`config.mk`:
```
export PLATFORM = sky130hd
export DESIGN_NAME = store_buffer_flat
export DESIGN_NICKNAME = d
export VERILOG_FILES = /design/src/rtl/store_buffer_pkg.sv /design/src/rtl/store_buffer_if.sv /design/src/rtl/store_buffer_fifo.sv /design/src/rtl/store_buffer.sv /design/src/flat_wrapper.sv
export SDC_FILE = /design/constraint.sdc
export NUM_CORES = 1
export LEC_CHECK = 0
export CAP_MARGIN = 20
export CORE_MARGIN = 5
export CORE_UTILIZATION = 40
export DETAILED_ROUTE_END_ITERATION = 8
export PLACE_DENSITY = 0.76
export SKIP_CTS_REPAIR_TIMING = 1
export SLEW_MARGIN = 25
export SYNTH_ARGS = -nofsm -noshare
export SYNTH_HDL_FRONTEND = slang
export SYNTH_SLANG_ARGS = --single-unit
```
`constraint.sdc`:
```
create_clock -name clk -period 3.1 [get_ports clk]
set_input_delay 0.465 -clock clk [delete_from_list [all_inputs] [get_ports clk]]
set_output_delay 0.465 -clock clk [all_outputs]
set_load 0.01 [all_outputs]
```
`src/rtl/store_buffer_pkg.sv`:
```
// Shared definitions for the store buffer: widths, halt address, enable
// levels and the buffered entry layout.
package store_buffer_pkg;

   localparam int DATA_W  = 32;
   localparam int ADDR_W  = 32;
   localparam int WADDR_W = 16;

   localparam logic [ADDR_W-1:0] HALT_ADDR_DEF = 32'h0000_7fff;

   localparam logic ENABLE  = 1'b1;
   localparam logic DISABLE = 1'b0;

   // One buffered store: dmem word address (byte address [17:2]) and data.
   typedef struct packed {
      logic [WADDR_W-1:0] waddr;
      logic [DATA_W-1:0]  data;
   } sb_entry_t;

endpackage

```
`src/rtl/store_buffer_if.sv`:
```
// CPU-side and dmem-side signals of the store buffer.
// master = CPU/memory environment, slave = store buffer.
interface store_buffer_if;
   import store_buffer_pkg::*;

   logic [ADDR_W-1:0]  cpu_addr;
   logic [DATA_W-1:0]  cpu_wdata;
   logic               cpu_we;
   logic               cpu_re;
   logic [DATA_W-1:0]  cpu_rdata;
   logic               sb_stall;
   logic [WADDR_W-1:0] mem_a;
   logic [DATA_W-1:0]  mem_wd;
   logic               mem_we;
   logic [DATA_W-1:0]  mem_rd;

   modport master (
      output cpu_addr, cpu_wdata, cpu_we, cpu_re, mem_rd,
      input  cpu_rdata, sb_stall, mem_a, mem_wd, mem_we
   );

   modport slave (
      input  cpu_addr, cpu_wdata, cpu_we, cpu_re, mem_rd,
      output cpu_rdata, sb_stall, mem_a, mem_wd, mem_we
   );

endinterface

```
`src/rtl/store_buffer_fifo.sv`:
```
// Store buffer storage: circular FIFO with occupancy count and a
// youngest-match search over the valid entries for load forwarding.
module store_buffer_fifo
   import store_buffer_pkg::*;
#(
   parameter int DEPTH = 4
) (
   input  logic                     clk,
   input  logic                     rst,
   input  logic                     push,
   input  sb_entry_t                push_entry,
   input  logic                     pop,
   input  logic [WADDR_W-1:0]       fwd_waddr,
   output logic                     fwd_hit,
   output logic [DATA_W-1:0]        fwd_data,
   output sb_entry_t                head_entry,
   output logic [$clog2(DEPTH):0]   count,
   output logic                     full,
   output logic                     empty
);

   localparam int PTR_W = $clog2(DEPTH);
   localparam int CNT_W = PTR_W + 1;

   logic [PTR_W-1:0] head_ptr;
   logic [PTR_W-1:0] tail_ptr;
   logic [PTR_W-1:0] idx;
   sb_entry_t        entries [DEPTH];

   // Pointers wrap naturally since DEPTH is a power of two.
   always_ff @(posedge clk) begin
      if (rst) begin
         head_ptr <= '0;
         tail_ptr <= '0;
         count    <= '0;
      end else begin
         if (push) tail_ptr <= tail_ptr + PTR_W'(1);
         if (pop)  head_ptr <= head_ptr + PTR_W'(1);
         case ({push, pop})
            2'b10:   count <= count + CNT_W'(1);
            2'b01:   count <= count - CNT_W'(1);
            default: count <= count;
         endcase
      end
   end

   // Entry storage; contents need no reset because count marks validity.
   always_ff @(posedge clk) begin
      if (push) entries[tail_ptr] <= push_entry;
   end

   // Walk oldest to youngest so the last hit is the youngest matching store.
   always_comb begin
      fwd_hit  = 1'b0;
      fwd_data = '0;
      idx      = head_ptr;
      for (int i = 0; i < DEPTH; i++) begin
         idx = head_ptr + PTR_W'(i);
         if ((CNT_W'(i) < count) && (entries[idx].waddr == fwd_waddr)) begin
            fwd_hit  = 1'b1;
            fwd_data = entries[idx].data;
         end
      end
   end

   assign head_entry = entries[head_ptr];
   assign full       = (count == CNT_W'(DEPTH));
   assign empty      = (count == '0);

endmodule

```
`src/rtl/store_buffer.sv`:
```
// Store buffer between CPU and dmem: queues stores, drains them when the
// CPU is not loading, forwards buffered data to loads, and tracks program
// end via a store to the halt address.
//
// state    | meaning
// ---------+---------------------------------------------------------
// ST_IDLE  | normal operation, stores accepted
// ST_DRAIN | halt store seen, new stores ignored, buffer emptying
// ST_DONE  | buffer empty after halt, done held until reset
module store_buffer
   import store_buffer_pkg::*;
#(
   parameter int                DEPTH     = 4,
   parameter logic [ADDR_W-1:0] HALT_ADDR = HALT_ADDR_DEF
) (
   input  logic                   clk,
   input  logic                   rst,
   store_buffer_if.slave          sb,
   output logic [$clog2(DEPTH):0] count,
   output logic                   done
);

   typedef enum logic [1:0] {
      ST_IDLE  = 2'd0,
      ST_DRAIN = 2'd1,
      ST_DONE  = 2'd2
   } halt_state_t;

   halt_state_t        state;
   logic               is_halt;
   logic               accepting;
   logic               push;
   logic               pop;
   logic               full;
   logic               empty;
   logic               fwd_hit;
   logic [DATA_W-1:0]  fwd_data;
   sb_entry_t          push_entry;
   sb_entry_t          head_entry;

   assign is_halt   = (sb.cpu_addr == HALT_ADDR);
   assign accepting = (state == ST_IDLE);

   // Full is judged on the count at cycle start; a same-cycle drain does not free a slot.
   assign push = ~rst & sb.cpu_we & accepting & ~is_halt & ~full;
   assign pop  = ~rst & ~sb.cpu_re & ~empty;

   assign push_entry = '{waddr: sb.cpu_addr[17:2], data: sb.cpu_wdata};

   store_buffer_fifo #(.DEPTH(DEPTH)) u_fifo (
      .clk        (clk),
      .rst        (rst),
      .push       (push),
      .push_entry (push_entry),
      .pop        (pop),
      .fwd_waddr  (sb.cpu_addr[17:2]),
      .fwd_hit    (fwd_hit),
      .fwd_data   (fwd_data),
      .head_entry (head_entry),
      .count      (count),
      .full       (full),
      .empty      (empty)
   );

   // Loads own the dmem port; otherwise the head entry is presented for drain.
   always_comb begin
      sb.sb_stall  = ~rst & sb.cpu_we & accepting & ~is_halt & full;
      sb.mem_we    = pop ? ENABLE : DISABLE;
      sb.mem_a     = sb.cpu_re ? sb.cpu_addr[17:2] : head_entry.waddr;
      sb.mem_wd    = head_entry.data;
      sb.cpu_rdata = (~rst & fwd_hit) ? fwd_data : sb.mem_rd;
   end

   // Halt sequencing with registered done.
   always_ff @(posedge clk) begin
      if (rst) begin
         state <= ST_IDLE;
         done  <= DISABLE;
      end else begin
         case (state)
            ST_IDLE: begin
               if (sb.cpu_we && is_halt) state <= ST_DRAIN;
            end
            ST_DRAIN: begin
               if (empty) begin
                  state <= ST_DONE;
                  done  <= ENABLE;
               end
            end
            ST_DONE: begin
               state <= ST_DONE;
               done  <= ENABLE;
            end
            default: begin
               state <= ST_IDLE;
               done  <= DISABLE;
            end
         endcase
      end
   end

endmodule

```
`src/flat_wrapper.sv`:
```
// flat-port wrapper written by rule: the top's interface ports become plain ports
module store_buffer_flat import store_buffer_pkg::*;
#(
   parameter int                DEPTH     = 4,
   parameter logic [ADDR_W-1:0] HALT_ADDR = HALT_ADDR_DEF
)
  (clk, rst, count, done, sb_cpu_addr, sb_cpu_wdata, sb_cpu_we, sb_cpu_re, sb_mem_rd, sb_cpu_rdata, sb_sb_stall, sb_mem_a, sb_mem_wd, sb_mem_we);
  store_buffer_if sb_i ();
  input  logic clk;
  input  logic rst;
  output logic [$clog2(DEPTH):0] count;
  output logic done;
  input wire logic [$bits(sb_i.cpu_addr)-1:0] sb_cpu_addr;
  input wire logic [$bits(sb_i.cpu_wdata)-1:0] sb_cpu_wdata;
  input wire logic [$bits(sb_i.cpu_we)-1:0] sb_cpu_we;
  input wire logic [$bits(sb_i.cpu_re)-1:0] sb_cpu_re;
  input wire logic [$bits(sb_i.mem_rd)-1:0] sb_mem_rd;
  output wire logic [$bits(sb_i.cpu_rdata)-1:0] sb_cpu_rdata;
  output wire logic [$bits(sb_i.sb_stall)-1:0] sb_sb_stall;
  output wire logic [$bits(sb_i.mem_a)-1:0] sb_mem_a;
  output wire logic [$bits(sb_i.mem_wd)-1:0] sb_mem_wd;
  output wire logic [$bits(sb_i.mem_we)-1:0] sb_mem_we;
  assign sb_i.cpu_addr = sb_cpu_addr;
  assign sb_i.cpu_wdata = sb_cpu_wdata;
  assign sb_i.cpu_we = sb_cpu_we;
  assign sb_i.cpu_re = sb_cpu_re;
  assign sb_i.mem_rd = sb_mem_rd;
  assign sb_cpu_rdata = sb_i.cpu_rdata;
  assign sb_sb_stall = sb_i.sb_stall;
  assign sb_mem_a = sb_i.mem_a;
  assign sb_mem_wd = sb_i.mem_wd;
  assign sb_mem_we = sb_i.mem_we;
  store_buffer #(.DEPTH(DEPTH), .HALT_ADDR(HALT_ADDR)) u_core (.clk(clk), .rst(rst), .sb(sb_i), .count(count), .done(done));
endmodule
```
==> out/summary.log, run 1 <==
qor: clock_tree.tritoncts.num_buffers 24
qor: outcome.status complete, but fails checks
qor: synthesis.synth_seq_cells 204
qor: setup_path.start_kind flip-flop
qor: worst_hold_path.worstHoldPathType in -> reg
qor: power.power.share.clock 0.329
qor: die.fp.coreArea 33600 um^2
qor: sta.grt_setup_unrepaired true
qor: power.sw_frac_of_total 0.262
qor: synthesis.netlist_area 13700 um^2
qor: detailed_routing.detail-route-antenna-nets 0
qor: die.initial_core_util 0.407
qor: synthesis.synth_enable_flop_cells 192
qor: global_route.gr-total-overflow 0
qor: global_route.maximum_number_of_pins_on_one_net_before_global_route_repair 85
qor: synthesis.synth_top_cell_by_area edfxtp_1
qor: clock_tree.tritoncts_num_sinks 204
qor: setup_path.count_of_buffer_and_inverter_cells_on_the_critical_path 4
qor: die.rows 67
qor: setup_path.crit_family compound AO/OA/AOI/OAI gates
qor: sta.slew_headroom 0.361
qor: clock_tree.cts_tree built
qor: global_route.grt_first_pass_wirelength 60.4 mm
qor: setup_path.slowest_stage mux4_2
qor: clock_tree.h_tree_levels 1
qor: power.seq_power_share 0.392
qor: detailed_routing.routedLengthMet1 16.3 mm
qor: finish.areaGrowthSynthToFinish 39.1%
qor: worst_hold_path.whs_path_depth 1
qor: detailed_routing.drt_first_pass_iters 6
qor: synthesis.synth_common_cells 192 x edfxtp_1, 107 x mux2i_1, 100 x mux4_2
qor: power.power.density_cell_area 422 nW/um^2
qor: power.combinationalPowerShare 0.279
qor: detailed_routing.drcViolationCount 0
qor: synthesis.yosys.cell_count.top_type edfxtp_1
qor: sta.final.period_utilization 1.34
qor: sta.final.setup.worst_slack -1.04 ns
qor: job.maxCapViolCount 0
qor: synthesis.synth_async_reset_ratio 0
qor: clock_tree.ctsRootBufferMaster clkbuf_16
qor: power.p_total 8.03 mW
qor: synthesis.yosys-top-cells-area edfxtp_1 42%, mux4_2 16%, mux2i_1 7.8%
qor: synthesis.yosysWarningCount 0
qor: setup_path.timing.critical_path.cells buf_12 > mux4_2 > xor2_1 > a2111oi_2 > nand3_2 > a311oi_4 > buf_6 > clkbuf_16 > a221o_1 > a31oi_2 > mux2i_1 > clkbuf_2
qor: setup_path.worstSetupEndpointType output pin
qor: setup_path.setup.reg_to_reg.worst_slack 0.83 ns
qor: clock_tree.clkLatencyLatePin 0.51 ns
qor: detailed_routing.wl_met2 19.9 mm
qor: setup_path.worst-endpoint-required 2.63 ns
qor: finish.final_net_count 1524
qor: setup_path.r2r-start u_core.u_fifo.count[0]
qor: finish.final_instance_area 19000 um^2
qor: power.power_report.internal_total 5.93 mW
qor: detailed_routing.first_iter_violations 874
qor: die.die_w 195 um
qor: global_route.gr-usage-all-layers 0.195
qor: detailed_routing.avgRoutedWirePerCell 21.7 um
qor: sta.final-hold-violation-count 0
qor: place.detailedPlacementHpwl 27.4 mm
qor: synthesis.synth_area_per_cell 13.1 um^2
qor: sta.post-route-min-period 4.14 ns
qor: setup_path.critical_path.reg2reg.endpoint u_core.u_fifo.count[2]
qor: global_route.first_global_vias 10897
qor: setup_path.critPathMaxFanout 8
qor: worst_hold_path.min_from sb_cpu_addr[7]
qor: power.power.leakage 6.59 nW
qor: setup_path.critPathArrivalTime 3.68 ns
qor: detailed_routing.met3_wirelength 3.05 mm
qor: detailed_routing.via_count 10756
qor: clock_tree.ctsLongestPathBuffers 3
qor: clock_tree.cts.reportedPaths.clkPinSlew 0.06 ns
qor: power.worst_ir_drop_vdd 0.000406 V
qor: finish.layout-drive-gt1-share 0.395
qor: synthesis.synth-main-ff-cell edfxtp_1
qor: synthesis.synth.top_cell.area_share 0.422
qor: synthesis.netlist-cell-type-count 63
qor: die.top_level_ports 186
qor: outcome.failed_checks negative setup slack
qor: die.die_area 38000 um^2
qor: place.global_placer_s_final_weighted_congestion 0.909
qor: setup_path.r2r.worst_path.cells 10
qor: sta.worst_clock_skew 0.00773 ns
qor: die.die-height 195 um
qor: sta.tightestPinTransition 0.959 ns
qor: synthesis.postSynthCellCount 1040
qor: sta.timing.fmax 241 MHz
qor: worst_hold_path.min_to u_core.u_fifo.entries[2][37]
qor: place.dpl_cell_area 17700 um^2
qor: sta.final_report_max_slew_violation_count 0
qor: global_route.antenna_found_initial 2
qor: detailed_routing.top_layer met5
qor: setup_path.max_stage_delay 0.57 ns
qor: sta.timing.final.setup_violations 43
qor: detailed_routing.viasPerCell 5.73
qor: place.number_of_buffers_added_on_ports 185
qor: synthesis.seq_total_area_yosys 0.439
qor: power.switchingPower 2.11 mW
qor: synthesis.mappedNetlistNets 1151
qor: setup_path.crit_type reg -> out
qor: detailed_routing.finalWirelength 40.7 mm
[registers in the layout, summed over array words and instances, names as in the netlist, named ones only]
| register | cells |
|---|---|
| u_core.state | 2 |
| u_core.u_fifo.count | 3 |
| u_core.done | 1 |
| u_core.u_fifo.entries | 192 |
| u_core.u_fifo.head_ptr | 2 |
| u_core.u_fifo.tail_ptr | 2 |
[placed cells by master (no fill, tap or decap), drive strengths merged, types with 9 or more instances in the layout]
master         synthesis  final
a211oi                34     34
nor2                  79     79
mux2                  53     53
mux2i                108    108
clkbuf                45     39
inv                   43     43
nand2                 12     12
a21oi                 41     41
nand2b                33     33
clkinv                 2     10
ha                    11     11
buf                   50    280
dlymetal6s2s           0     12
a221o                 32     32
a31oi                 36     36
dfxtp                 12     12
xnor2                 43     43
edfxtp               192    192
clkdlybuf4s50          0    141
o21ai                  9      9
xor2                  23     23
mux4                 100    100
[metrics by stage]
stage | util | setup WS [ns] | setup TNS [ns] | instances | hold WS (ns)
after floorplan | - | -0.210 | -6.36 | 1040 | 0.464
after global placement | 0.526 | -1.04 | -83.56 | 1808 | 0.476
after detailed placement | 0.526 | -1.05 | -79.28 | 1808 | 0.487
after CTS | 0.548 | -1.53 | -50.59 | 1850 | 0.502
after global routing | 0.566 | -1.18 | -38.00 | 1878 | 0.396
final | 0.566 | -1.04 | -32.76 | 1878 | 0.408
[power by group through the flow]
stage	clock, mW	combinational [mW]	sequential (mW)
final	2.64	2.24	3.15
after floorplan	0	1.19	3.19
after global routing	2.83	2.39	3.16
after detailed placement	0	2.11	3.22
after CTS	2.69	2.12	3.16
after global placement	0	2.08	3.21
[cell type report]
| type | instances | area, um^2 |
|---|---|---|
| fillers | 2660 | 14600 |
| multi-input cells | 696 | 7300 |
| flip-flops and latches | 204 | 6020 |
| repair buffers | 442 | 4220 |
| clock buffers | 30 | 654 |
| well taps | 448 | 561 |
| inverters | 45 | 170 |
| clock inverters | 12 | 91.3 |
| diodes | 1 | 2.50 |
[worst max path at each step]
stage                                         start                to  slack, ns  cells after the start
after CTS                                 flip-flop  sb_cpu_rdata[19]      -1.53                     10
after global routing                      flip-flop  sb_cpu_rdata[22]      -1.18                     12
after floorplan           u_core.u_fifo.head_ptr[0]  sb_cpu_rdata[10]      -0.21                     11
final                                     flip-flop   sb_cpu_rdata[4]      -1.04                     12
after global placement              sb_cpu_addr[13]  sb_cpu_rdata[19]      -1.04                     11
after detailed placement            sb_cpu_addr[13]  sb_cpu_rdata[15]      -1.05                     11
[layer usage]
metal  global-route usage  vias up
met3               0.0310       96
met1                0.254     5300
li1                     -     4871
met4               0.0553        2
met5                    0        -
met2                0.340      487
[kinds of logic after synthesis]
| family | share of synthesized area |
|---|---|
| AOI/OAI and AO/OA | 0.109 |
| xor gates and xnor gates | 0.0423 |
| adders and majority gates | 0.0101 |
| buffers and inverters | 0.0487 |
| DFF | 0.439 |
| muxes | 0.288 |
| and+or+nand+nor | 0.0622 |
Power figures use the tool's default switching activity.
==> run 2, diff against run 1 <==
--- a/config.mk
+++ b/config.mk
@@ -8,6 +8,7 @@
 export CAP_MARGIN = 20
 export CORE_MARGIN = 5
 export CORE_UTILIZATION = 40
+export CTS_CLUSTER_DIAMETER = 30
 export DETAILED_ROUTE_END_ITERATION = 8
 export PLACE_DENSITY = 0.76
 export SKIP_CTS_REPAIR_TIMING = 1
==> out/summary.log, run 2 (same netlist as run 1, synthesis figures left out) <==
qor: finish.layout.cells.non_filler 1920
qor: power.p_total 10.1 mW
qor: finish.areaGrowthSynthToFinish 44.9%
qor: die.die_area 38000 um^2
qor: setup_path.start_kind flip-flop
qor: sta.post-route-min-period 4.19 ns
qor: finish.final_cell_mix 219 x buf_4, 192 x edfxtp_1, 128 x clkdlybuf4s50_1
qor: sta.grt_setup_unrepaired true
qor: power.worst_ir_drop_vdd 0.000441 V
qor: setup_path.crit_path_depth 14
qor: sta.final_report_max_slew_violation_count 0
qor: global_route.first_global_vias 11146
qor: detailed_routing.viasPerCell 5.70
qor: detailed_routing.via_count 10936
qor: setup_path.r2r.worst_path.cells 10
qor: setup_path.slowest_stage mux4_2
qor: worst_hold_path.min_from sb_cpu_addr[14]
qor: detailed_routing.drcViolationCount 0
qor: outcome.status complete, but fails checks
qor: finish.largest_reg_flops 192
qor: finish.fillers 2576
qor: sta.timing.final.setup_violations 32
qor: clock_tree.h_tree_levels 2
qor: clock_tree.tritoncts_num_sinks 204
qor: detailed_routing.detail-route-antenna-nets 0
qor: finish.final_net_count 1548
qor: finish.top_regs u_core.u_fifo.entries: 192 flops, u_core.u_fifo.count: 3 flops
qor: global_route.antenna_found_initial 2
qor: power.sw_frac_of_total 0.250
qor: clock_tree.ctsLongestPathBuffers 3
qor: clock_tree.cts_tree built
qor: power.power.leakage 7.05 nW
qor: place.dp.cells 1808
qor: place.global_placer_s_final_weighted_congestion 0.909
qor: place.dpl_cell_area 17700 um^2
qor: detailed_routing.finalWirelength 41.6 mm
qor: setup_path.critPathMaxFanout 8
qor: die.initial_core_util 0.407
qor: setup_path.critPathArrivalTime 3.73 ns
qor: die.rows 67
qor: clock_tree.ctsRootBufferMaster clkbuf_16
qor: clock_tree.clkLatencyLatePin 0.53 ns
qor: die.die_w 195 um
qor: power.power_report.internal_total 7.58 mW
qor: setup_path.worstSetupEndpointType output pin
qor: global_route.gr-total-overflow 0
qor: place.detailedPlacementHpwl 27.4 mm
qor: sta.slew_headroom 0.356
qor: finish.multi_input_comb_area 7300 um^2
qor: sta.final-hold-violation-count 0
qor: detailed_routing.drt_first_pass_iters 5
qor: worst_hold_path.whs_path_depth 2
qor: setup_path.count_of_buffer_and_inverter_cells_on_the_critical_path 6
qor: global_route.maximum_number_of_pins_on_one_net_before_global_route_repair 85
qor: global_route.grt_first_pass_wirelength 61.2 mm
qor: die.fp.coreArea 33600 um^2
qor: setup_path.r2r-start u_core.u_fifo.count[0]
qor: setup_path.crit_type reg -> out
qor: finish.register_area 6020 um^2
qor: sta.final.setup.worst_slack -1.09 ns
qor: worst_hold_path.min_to u_core.u_fifo.entries[2][44]
qor: detailed_routing.first_iter_violations 883
qor: setup_path.cp_common_cell buf_6
qor: finish.layout_commonest_cell buf_4
qor: power.seq_power_share 0.313
qor: setup_path.worst-endpoint-required 2.63 ns
qor: die.top_level_ports 186
qor: die.die-height 195 um
qor: power.switchingPower 2.52 mW
qor: finish.layout-drive-gt1-share 0.423
qor: setup_path.critical_path.reg2reg.endpoint u_core.u_fifo.count[2]
qor: sta.worst_clock_skew 0.0256 ns
qor: sta.tightestPinTransition 0.966 ns
qor: clock_tree.cts.reportedPaths.clkPinSlew 0.05 ns
qor: place.placement.setup.worst_slack -1.05 ns
qor: finish.utilization 0.589
qor: finish.max_flop_register u_core.u_fifo.entries
qor: job.maxCapViolCount 0
qor: power.power.share.clock 0.467
qor: detailed_routing.avgRoutedWirePerCell 21.7 um
qor: setup_path.max_stage_delay 0.51 ns
qor: clock_tree.tritoncts.num_buffers 43
qor: power.combinationalPowerShare 0.220
qor: setup_path.setup.reg_to_reg.worst_slack 0.87 ns
qor: setup_path.crit_family buffers and inverters
qor: setup_path.timing.critical_path.cells buf_6 > buf_6 > mux4_2 > xnor2_2 > nand4_1 > nor3_2 > buf_4 > a311oi_4 > buf_6 > clkbuf_16 > a221o_1 > a31oi_2 > mux2i_1 > clkbuf_2
qor: power.power.density_cell_area 510 nW/um^2
qor: sta.final.period_utilization 1.35
qor: outcome.failed_checks negative setup slack
qor: finish.final_instance_area 19800 um^2
qor: place.number_of_buffers_added_on_ports 185
qor: sta.timing.fmax 239 MHz
qor: global_route.gr-usage-all-layers 0.199
qor: worst_hold_path.worstHoldPathType in -> reg
## run 2: changes by cell type in the layout (fill, tap and decap cells not counted), moves of 4 or more
cell             previous run  this run
clkinv_4                    1         5
inv_6                       0         8
buf_4                     207       219
clkbuf_16                  32        51
clkdlybuf4s50_1           141       128
clkbuf_2                    2        10
buf_2                      30        22
bufinv_16                   1         8
## run 2: power by group through the flow
stage               Combinational [mW]  Clock, mW  Sequential, mW
floorplan                         1.19          0            3.19
CTS                               2.12       4.78            3.17
global route                      2.37       4.95            3.17
finish                            2.22       4.72            3.16
global placement                  2.08          0            3.21
detailed placement                2.11          0            3.22
## run 2: worst register-to-register path: stages, from the launching register on
cell,delay (ns)
dfxtp_1,0.33
buf_4,0.11
buf_4,0.14
inv_1,0.07
ha_1,0.23
nor2b_1,0.15
nor3_1,0.23
buf_4,0.18
ha_1,0.24
or3_1,0.35
a21oi_1,0.14
## run 2: worst max path at each step
stage / startpoint / end
after floorplan: u_core.u_fifo.head_ptr[0] / sb_cpu_rdata[10]
final: u_core.u_fifo.head_ptr[0] / sb_cpu_rdata[17]
after global placement: sb_cpu_addr[13] / sb_cpu_rdata[19]
after global routing: u_core.u_fifo.head_ptr[0] / sb_cpu_rdata[22]
after CTS: u_core.u_fifo.entries[0][36] / sb_cpu_rdata[19]
after detailed placement: sb_cpu_addr[13] / sb_cpu_rdata[15]
## run 2: area by class of cell
class | instances | area share
Antenna cell | 1 | 0.000126
Inverter | 45 | 0.00859
Clock inverter | 32 | 0.0209
Clock buffer | 47 | 0.0551
Timing Repair Buffer | 447 | 0.215
Multi-Input combinational cell | 696 | 0.369
Sequential cell | 204 | 0.304
Tap cell | 448 | 0.0283
## run 2: stage by stage
stage	hold slack (ns)	TNS [ns]
2_1_floorplan	0.464	-6.36
3_3_place_gp	0.476	-83.56
3_5_place_dp	0.487	-79.28
4_1_cts	0.498	-50.11
5_1_grt	0.388	-37.37
6_report	0.379	-33.64
## run 2: per-layer routing
layer  wire length, um  global-route usage  vias up
li1                  -                   -     4927
met1             16600               0.253     5362
met2             20500               0.339      551
met3              3240              0.0405       94
met4              1330              0.0698        2
met5                 7                   0        -
==> run 3, diff against run 2 <==
--- a/config.mk
+++ b/config.mk
@@ -7,11 +7,10 @@
 export LEC_CHECK = 0
 export CAP_MARGIN = 20
 export CORE_MARGIN = 5
-export CORE_UTILIZATION = 40
+export CORE_UTILIZATION = 27
 export CTS_CLUSTER_DIAMETER = 30
 export DETAILED_ROUTE_END_ITERATION = 8
-export PLACE_DENSITY = 0.76
-export SKIP_CTS_REPAIR_TIMING = 1
+export PLACE_DENSITY = 0.59
 export SLEW_MARGIN = 25
 export SYNTH_ARGS = -nofsm -noshare
 export SYNTH_HDL_FRONTEND = slang
==> out/summary.log, run 3 (same netlist as run 1, synthesis figures left out) <==
qor: outcome.status complete, but fails checks
qor: setup_path.worst-endpoint-required 2.63 ns
qor: power.p_total 10.7 mW
qor: clock_tree.cts.reportedPaths.clkPinSlew 0.05 ns
qor: finish.largest_reg_flops 192
qor: sta.timing.fmax 232 MHz
qor: die.die_w 235 um
qor: worst_hold_path.whs_path_depth 1
qor: setup_path.timing.critical_path.cells buf_4 > buf_12 > buf_8 > mux2i_2 > buf_4 > xnor2_1 > nor4_1 > o22ai_1 > or4_4 > buf_4 > a31oi_4 > buf_6 > buf_6 > buf_16 > mux2i_1 > buf_2
qor: finish.final_cell_mix 249 x buf_4, 192 x edfxtp_1, 100 x mux4_2
qor: finish.final_net_count 1642
qor: place.number_of_buffers_added_on_ports 185
qor: finish.layout.cells.non_filler 2244
qor: clock_tree.tritoncts.num_buffers 49
qor: setup_path.worstSetupEndpointType output pin
qor: clock_tree.ctsLongestPathBuffers 3
qor: sta.timing.final.setup_violations 42
qor: setup_path.crit_family buffers and inverters
qor: finish.top_regs u_core.u_fifo.entries: 192 flops, u_core.u_fifo.count: 3 flops
qor: detailed_routing.drt_first_pass_iters 5
qor: die.rows 82
qor: setup_path.start_kind flip-flop
qor: job.maxCapViolCount 0
qor: setup_path.crit_type reg -> out
qor: global_route.first_global_vias 11601
qor: power.power.leakage 7.66 nW
qor: die.die_area 55200 um^2
qor: finish.final_instance_area 21400 um^2
qor: detailed_routing.viasPerCell 5.00
qor: die.die-height 235 um
qor: setup_path.max_stage_delay 0.57 ns
qor: place.global_placer_s_final_weighted_congestion 0.863
qor: sta.slew_headroom 0.445
qor: finish.layout-drive-gt1-share 0.469
qor: setup_path.slowest_stage or4_4
qor: setup_path.r2r-start u_core.u_fifo.count[0]
qor: finish.areaGrowthSynthToFinish 56.4%
qor: sta.post-route-min-period 4.31 ns
qor: detailed_routing.detail-route-antenna-nets 0
qor: worst_hold_path.worstHoldPathType in -> reg
qor: sta.tightestPinTransition 0.833 ns
qor: finish.max_flop_register u_core.u_fifo.entries
qor: worst_hold_path.min_from sb_cpu_addr[12]
qor: global_route.maximum_number_of_pins_on_one_net_before_global_route_repair 58
qor: detailed_routing.finalWirelength 45.4 mm
qor: clock_tree.ctsRootBufferMaster clkbuf_16
qor: power.worst_ir_drop_vdd 0.000415 V
qor: sta.hold_slack 0.410 ns
qor: global_route.grt_first_pass_wirelength 68.6 mm
qor: setup_path.setup.reg_to_reg.worst_slack 0.90 ns
qor: power.power.density_cell_area 502 nW/um^2
qor: finish.utilization 0.427
qor: detailed_routing.first_iter_violations 651
qor: worst_hold_path.min_to u_core.u_fifo.entries[2][42]
qor: place.detailedPlacementHpwl 30.5 mm
qor: sta.final_report_max_slew_violation_count 0
qor: clock_tree.cts_tree built
qor: outcome.failed_checks negative setup slack
qor: sta.final.period_utilization 1.39
qor: global_route.gr-usage-all-layers 0.157
qor: die.initial_core_util 0.273
qor: die.fp.coreArea 50100 um^2
qor: clock_tree.h_tree_levels 2
qor: sta.final.setup.worst_slack -1.21 ns
qor: setup_path.r2r.worst_path.cells 9
qor: setup_path.critical_path.reg2reg.endpoint u_core.u_fifo.count[2]
qor: global_route.gr-total-overflow 0
qor: setup_path.cp_common_cell buf_4
qor: global_route.antenna_found_initial 3
qor: sta.worst_clock_skew 0.0232 ns
qor: place.dp.cells 2068
qor: place.dpl_cell_area 18200 um^2
qor: finish.layout_commonest_cell buf_4
qor: detailed_routing.avgRoutedWirePerCell 20.2 um
qor: clock_tree.tritoncts_num_sinks 204
qor: setup_path.count_of_buffer_and_inverter_cells_on_the_critical_path 9
qor: die.top_level_ports 186
qor: detailed_routing.via_count 11216
qor: setup_path.critPathMaxFanout 7
qor: sta.final-hold-violation-count 0
qor: detailed_routing.drcViolationCount 0
qor: setup_path.critPathArrivalTime 3.85 ns
qor: finish.fillers 4680
qor: sta.grt_setup_unrepaired true
qor: clock_tree.clkLatencyLatePin 0.56 ns
[run 3: worst max-delay path by stage]
| stage | startpoint | to | slack, ns | cells after the start |
|---|---|---|---|---|
| 4_1_cts | u_core.u_fifo.head_ptr[1] | sb_cpu_rdata[21] | -1.34 | 13 |
| 5_1_grt | u_core.u_fifo.head_ptr[0] | sb_cpu_rdata[17] | -1.34 | 17 |
| 2_1_floorplan | u_core.u_fifo.head_ptr[0] | sb_cpu_rdata[10] | -0.21 | 11 |
| 3_5_place_dp | flip-flop | sb_cpu_rdata[12] | -1.17 | 11 |
| 6_report | u_core.u_fifo.head_ptr[0] | sb_cpu_rdata[12] | -1.21 | 16 |
| 3_3_place_gp | flip-flop | sb_cpu_rdata[19] | -1.06 | 11 |
[run 3: per-layer routing]
layer,vias to the layer above,global-route usage,wire (um)
li1,5129,-,-
met1,5622,0.199,18900
met2,389,0.268,22600
met3,72,0.0347,2690
met4,4,0.0504,1110
met5,-,0,27
[run 3: area by class of cell]
cell class / instances / area, um^2 / area share
antenna: 1 / 2.50 / 0.000117
clock buffer: 58 / 1260 / 0.0590
clock inverter: 33 / 387 / 0.0181
inverter: 45 / 170 / 0.00796
multi-input combinational: 696 / 7480 / 0.350
sequential: 204 / 6020 / 0.282
tap: 672 / 841 / 0.0393
timing repair buffer: 535 / 5210 / 0.244
[run 3: report_power, final]
| part | switching, mW | internal, mW | total, mW |
|---|---|---|---|
| clock | 1.55 | 3.47 | 5.01 |
| sequential | 0.0516 | 3.11 | 3.16 |
| combinational | 1.08 | 1.47 | 2.55 |
[run 3: per-stage QoR]
stage / worst slack [ns] / TNS, ns
finish: -1.21 / -36.20
global route: -1.34 / -42.68
floorplan: -0.210 / -6.36
CTS: -1.34 / -40.10
global placement: -1.06 / -80.58
detailed placement: -1.17 / -79.78
[run 3: what timing repair did]
action	4_1_cts	5_1_grt
pin swaps	50	49
gates cloned	9	1
buffers inserted	57	24
hold buffers	0	0
endpoints found under the setup margin	73	46
gates resized for setup	303	111
